**src/rtl/add_sub_64bit_if.sv**
```systemverilog
// Operand/result bundle for the execute-stage add/sub unit.
// No valid/ready: a, b, m are sampled on every rising clk edge; sum/OF update one edge later and hold between edges.
interface add_sub_64bit_if #(
    parameter int WIDTH = 64
);
    logic [WIDTH-1:0] a;
    logic [WIDTH-1:0] b;
    logic             m;
    logic [WIDTH-1:0] sum;
    logic             OF;

    modport master (
        output a,
        output b,
        output m,
        input  sum,
        input  OF
    );

    modport slave (
        input  a,
        input  b,
        input  m,
        output sum,
        output OF
    );
endinterface

```
**src/rtl/add_sub_64bit.sv**
```systemverilog
// 64-bit two's-complement adder/subtractor with registered result and signed-overflow flag.
// Subtract reuses the adder: b is complemented by m and m is the carry-in.
module add_sub_64bit #(
    parameter int WIDTH = 64
) (
    input  logic          clk,
    input  logic          rst_n,
    add_sub_64bit_if.slave bus
);
    logic [WIDTH-1:0] bx;
    logic [WIDTH-1:0] result;
    logic             of;
    logic [WIDTH-1:0] sum_d, sum_q;
    logic             of_d, of_q;

    always_comb begin
        bx     = bus.b ^ {WIDTH{bus.m}};
        result = bus.a + bx + {{(WIDTH-1){1'b0}}, bus.m};
        // Same-sign operands into the adder producing a different-sign result.
        of     = (bus.a[WIDTH-1] == bx[WIDTH-1]) && (result[WIDTH-1] != bus.a[WIDTH-1]);
        sum_d  = result;
        of_d   = of;
        if (!rst_n) begin
            sum_d = '0;
            of_d  = 1'b0;
        end
    end

    always_ff @(posedge clk) begin
        sum_q <= sum_d;
        of_q  <= of_d;
    end

    assign bus.sum = sum_q;
    assign bus.OF  = of_q;
endmodule

```
**src/flat_wrapper.sv**
```systemverilog
// flat-port wrapper written by rule: the top's interface ports become plain ports
module add_sub_64bit_flat 
#(
    parameter int WIDTH = 64
)
  (clk, rst_n, bus_a, bus_b, bus_m, bus_sum, bus_OF);
  add_sub_64bit_if #(.WIDTH(WIDTH)) bus_i ();
  input  logic clk;
  input  logic rst_n;
  input wire logic [$bits(bus_i.a)-1:0] bus_a;
  input wire logic [$bits(bus_i.b)-1:0] bus_b;
  input wire logic [$bits(bus_i.m)-1:0] bus_m;
  output wire logic [$bits(bus_i.sum)-1:0] bus_sum;
  output wire logic [$bits(bus_i.OF)-1:0] bus_OF;
  assign bus_i.a = bus_a;
  assign bus_i.b = bus_b;
  assign bus_i.m = bus_m;
  assign bus_sum = bus_i.sum;
  assign bus_OF = bus_i.OF;
  add_sub_64bit #(.WIDTH(WIDTH)) u_core (.clk(clk), .rst_n(rst_n), .bus(bus_i));
endmodule
```
**config.mk**
```make
export PLATFORM = sky130hd
export DESIGN_NAME = add_sub_64bit_flat
export DESIGN_NICKNAME = d
export VERILOG_FILES = /design/src/rtl/add_sub_64bit_if.sv /design/src/rtl/add_sub_64bit.sv /design/src/flat_wrapper.sv
export SDC_FILE = /design/constraint.sdc
export NUM_CORES = 1
export LEC_CHECK = 0
export CAP_MARGIN = 20
export CORE_UTILIZATION = 51
export CTS_CLUSTER_DIAMETER = 30
export DETAILED_ROUTE_END_ITERATION = 16
export GPL_TIMING_DRIVEN = 0
export PLACE_DENSITY_LB_ADDON = 0.3
export SYNTH_ARGS = -nofsm -noshare
export SYNTH_HDL_FRONTEND = slang
export SYNTH_SLANG_ARGS = --single-unit
```
**constraint.sdc**
```tcl
create_clock -name clk -period 9.8 [get_ports clk]
set_clock_uncertainty 0.2 [all_clocks]
set_input_delay 1.47 -clock clk [delete_from_list [all_inputs] [get_ports clk]]
set_output_delay 1.47 -clock clk [all_outputs]
set_load 0.01 [all_outputs]
```
Word level (Yosys, flattened, before mapping). Index checks and enable logic that the tools add are counted.

Register bits after elaboration: 65. Latch bits: 0. Bits in writable memories: 0. ROM bits: 0. Bits of input ports: 131. Output and inout port bits: 65. Word-level logic and storage cells: 8. Memories kept: 0.

Add/subtract/negate cells: 2. Multiply operators: 0. Divide/modulo/power cells: 0. $lt $le $gt $ge: 0. Eq/ne operators: 2. Shifts and indexed selects: 0. Muxes and demuxes: 0. Bitwise gates (word level): 1. Reduce and logical (&&, ||, !) cells: 1.

Operators with widths (count): 64-bit by 1-bit adder with 64-bit output (1); 64-bit adder (1); 64-bit bitwise XOR (1); 1-bit == test (1); 1-bit logical AND (1); 1-bit inequality test (1).

Logic depth before layout (Yosys ltp).
Depth in word-level cells: 5. Mapped depth: 15. Depth with buffers taken out: 13.

Worst setup path after synthesis. No wires, ideal clock.

Path type: in2reg. Start: input bus_m. End: register u_core.sum_q[60] (netlist: u_core.bus.sum[60]). Arrival: 4.462 ns. Required time: 9.467 ns. Path slack: 5.005 ns. Cell stages on the path: 14. Buffers on the path: 2. Cell sequence: buf_4 -> buf_1 -> xor2_1 -> ha_1 -> a21oi_1 -> inv_1 -> o41ai_4 -> o211ai_4 -> a21oi_4 -> o21ai_4 -> a41oi_2 -> o31a_2 -> mux2i_1 -> o311ai_1.

Word-level cells in the longest chain between the ends: 3.

Ends and longest elaborated chain: start: declaration (line flat_wrapper.sv:12) `input wire logic [$bits(bus_i.m)-1:0] bus_m;`; 64-bit bitwise XOR (line add_sub_64bit.sv:17) `bx = bus.b ^ {WIDTH{bus.m}};`; 64-bit adder (line add_sub_64bit.sv:18) `result = bus.a + bx + {{(WIDTH-1){1'b0}}, bus.m};`; 64-bit by 1-bit adder with 64-bit output (*) (line add_sub_64bit.sv:18); end signal: assignment (line add_sub_64bit.sv:30) `sum_q <= sum_d;`; end: declaration (line add_sub_64bit.sv:13) `logic [WIDTH-1:0] sum_d, sum_q;`.

Every way passes the cells marked *; elsewhere a longest branch is shown, timed or not. A chain may end at the register's enable or synchronous reset.

Worst setup path after layout.
Start: input bus_m. End: register u_core.sum_q[63] (netlist: u_core.bus.sum[63]).

Same word-level chain as after synthesis.

==> metrics.md <==
| Metric | Value |
|---|---|
| Metal2 WL | 8770 um |
| Synth area leader | dfxtp_1 |
| Initial DRC Count | 359 |
| Final Util | 74.2% |
| Congestion Overflow GR | 0 |
| Most common cell in the netlist | xor2_1 |
| Highest routed metal layer | met4 |
| Largest net degree at the start of global routing | 12 |
| Sum Neg Setup Slack | 0 ps |
| Post-synth EDFFs | 0 |
| # nets final | 1154 |
| Worst slack at placement | 4280 ps |
| Critical Path, Cell by Cell | buf_4 > buf_1 > xor2_1 > ha_1 > clkbuf_1 > a21oi_1 > nand2_1 > a221oi_1 > o211ai_1 > a221oi_2 > a21oi_2 > o2111ai_1 > a31oi_2 > xnor2_1 > nor2_1 |
| Drt total wl | 17600 um |
| Area Growth Syn to Fin | 41.2% |
| PostCTS Resize Cnt | 0 |
| Synth area leaders | dfxtp_1, xor2_1, ha_1 |
| Global Route Usage Sum | 28.8% |
| Worst path slowest cell | buf_1 |
| Clock buffer depth | 2 |
| Ant diodes | 0 |
| Min-delay worst type | input pin to flop |
| Layout Cells excl Fill | 1108 |
| Main synth FF type | dfxtp_1 |
| Die area | 12300 um2 |
| Ys Warns | 0 |
| Clk slew on worst S/H paths | 60 ps |
| DRC violations left | 0 |
| CTS buffer count | 9 |
| Post-Syn Area | 6030 um2 |
| CP top delay family | compound AO/OA/AOI/OAI gates |
| Post-Synthesis Cells | 755 |
| Clk Tree Root Cell | clkbuf_16 |
| Critical path depth in cells | 15 |
| Share of flip-flops with an asynchronous set or reset | 0% |
| # setup viols final | 0 |
| Arrival time worst endpoint | 5360 ps |
| WS Path Type | input pin to flop |
| Initial Util | 52.6% |
| Max Fclk | 187 MHz |
| Critical Path RT | 9810 ps |
| Setup repair bufs after CTS | 0 |
| Synth top area share | 21.6% |
| Pins Over Slew Limit | 0 |
| Clock sink total | 65 |
| Fill cells | 868 |
| Hold Vio Cnt, Final | 0 |
| PD cells | 162 nW/um2 |
| Worst Path Max Fanout | 10 |
| IR drop worst, VDD | 0.000131 V |
| Fin crit period | 5350 ps |
| RSZ-0062 raised after global routing | no |
| Syn Nets | 949 |
| Hold_buf cts | 0 |
| Hold path depth | 4 |
| Cell Area, Placed | 8150 um2 |
| Number of I/O port buffers | 194 |
| Number of placement rows | 39 |
| Avg Synthesized Cell Area | 7.99 um2 |
| FF+latch count, synth | 65 |
| H-tree Lvls | 3 |
| Share of cells above drive strength 1 | 5.91% |
| Met3 WL post-DR | 830 um |
| Ports | 196 |
| Post-Route M1 WL | 7450 um |
| Area occupied by multi-input gates | 4500 um2 |
| CTS tree | yes |
| Vias in the first global route | 6123 |
| Final Cycle Share | 54.6% |
| Die height | 111 um |
| Antenna violations before repair | 0 |
| Top cells by count, synth | xor2_1, nor2_1, a21oi_1 |
| First-pass GRT wire length | 28700 um |
| Buf/Inv on CP | 3 |
| Vias | 6260 |
| Total power | 1.38 mW |
| Hpwl dp | 13800 um |
| First-pass DRT Iterations | 5 |
| Leakage | 3.60 nW |
| Die W | 111 um |
| FF/Latch Area | 1300 um2 |
| Core Region | 11500 um2 |
| Worst Setup End Kind | flop |
| Placed cell count | 1092 |
| CP startpoint kind | input pin |
| Post-DRT Antenna Nets | 0 |
| Worst stage delay on the critical path | 610 ps |
| Max_slew headroom | 47.3% |
| RePlAce Congestion | 0.906 |
| Wire per inst | 15.9 um |
| Outcome | completed |
| Synth unique cells | 75 |
| Seq/Total Area, Yosys | 21.6% |
| Tightest Pin Transition | 791 ps |
| Max-Cap Viols | 0 |
| Minimum hold slack | 1420 ps |
| Via density | 5.65 |
| Final Worst Setup Slack | 4450 ps |
| Cell area after layout | 8510 um2 |
[path summary, 6_finish.rpt]
check                 startpoint                            end  slack, ps
worst max-delay path       bus_m  u_core.bus.sum[63]$_SDFF_PN0_       4450
worst min-delay path       bus_m       u_core.bus.OF$_SDFF_PN0_       1420
[registers in the layout, indices dropped and copies added, names as in the netlist]
register        flops
u_core.bus.OF       1
u_core.bus.sum     64
[final cells by class]
type / instances / share of cell area (%)
sequential: 65 / 15.3
clock inverter: 4 / 1.15
multi-input combinational: 633 / 52.9
clock buffer: 12 / 3.13
tap: 143 / 2.10
inverter: 20 / 0.882
buffer: 37 / 1.78
timing repair buffer: 194 / 22.8
[per-layer routing]
metal / up-vias / global-route usage [%]
li1: 3099 / -
met1: 2869 / 33.7
met2: 244 / 50.6
met3: 48 / 5.63
met4: 0 / 12.9
met5: - / 0
[where the power goes]
part           internal, mW  leakage (nW)  switching [mW]  total, mW
combinational         0.313          2.88           0.345      0.658
clock                 0.269         0.175           0.124      0.393
sequential            0.318         0.542          0.0142      0.332
total                 0.900          3.60           0.482       1.38
[placed cells by master (no fill, tap or decap), types with 6 or more instances in the layout]
cell	instances
a211oi_1	8
a21o_1	31
a21oi_1	70
and2_1	10
buf_1	7
buf_2	6
clkbuf_1	22
clkbuf_16	9
clkdlybuf4s50_1	194
dfxtp_1	65
ha_1	62
inv_1	19
nand2_1	56
nand3_1	17
nand4_1	17
nor2_1	88
nor3_1	15
o21a_1	7
o21ai_0	31
o21bai_1	14
o31ai_1	6
xnor2_1	29
xor2_1	89
[kinds of logic (layout without fill, tap and decap cells)]
group	after synthesis	count (layout)	share of synthesized area, %
AOI/OAI and AO/OA	216	216	25.6
xor gates and xnor gates	118	118	17.1
adders and majority gates	63	63	13.2
buffers and inverters	57	267	3.76
DFF	65	65	21.6
muxes	4	4	0.747
and+or+nand+nor	232	232	17.9
No activity file was read; power rests on OpenSTA's default activity.
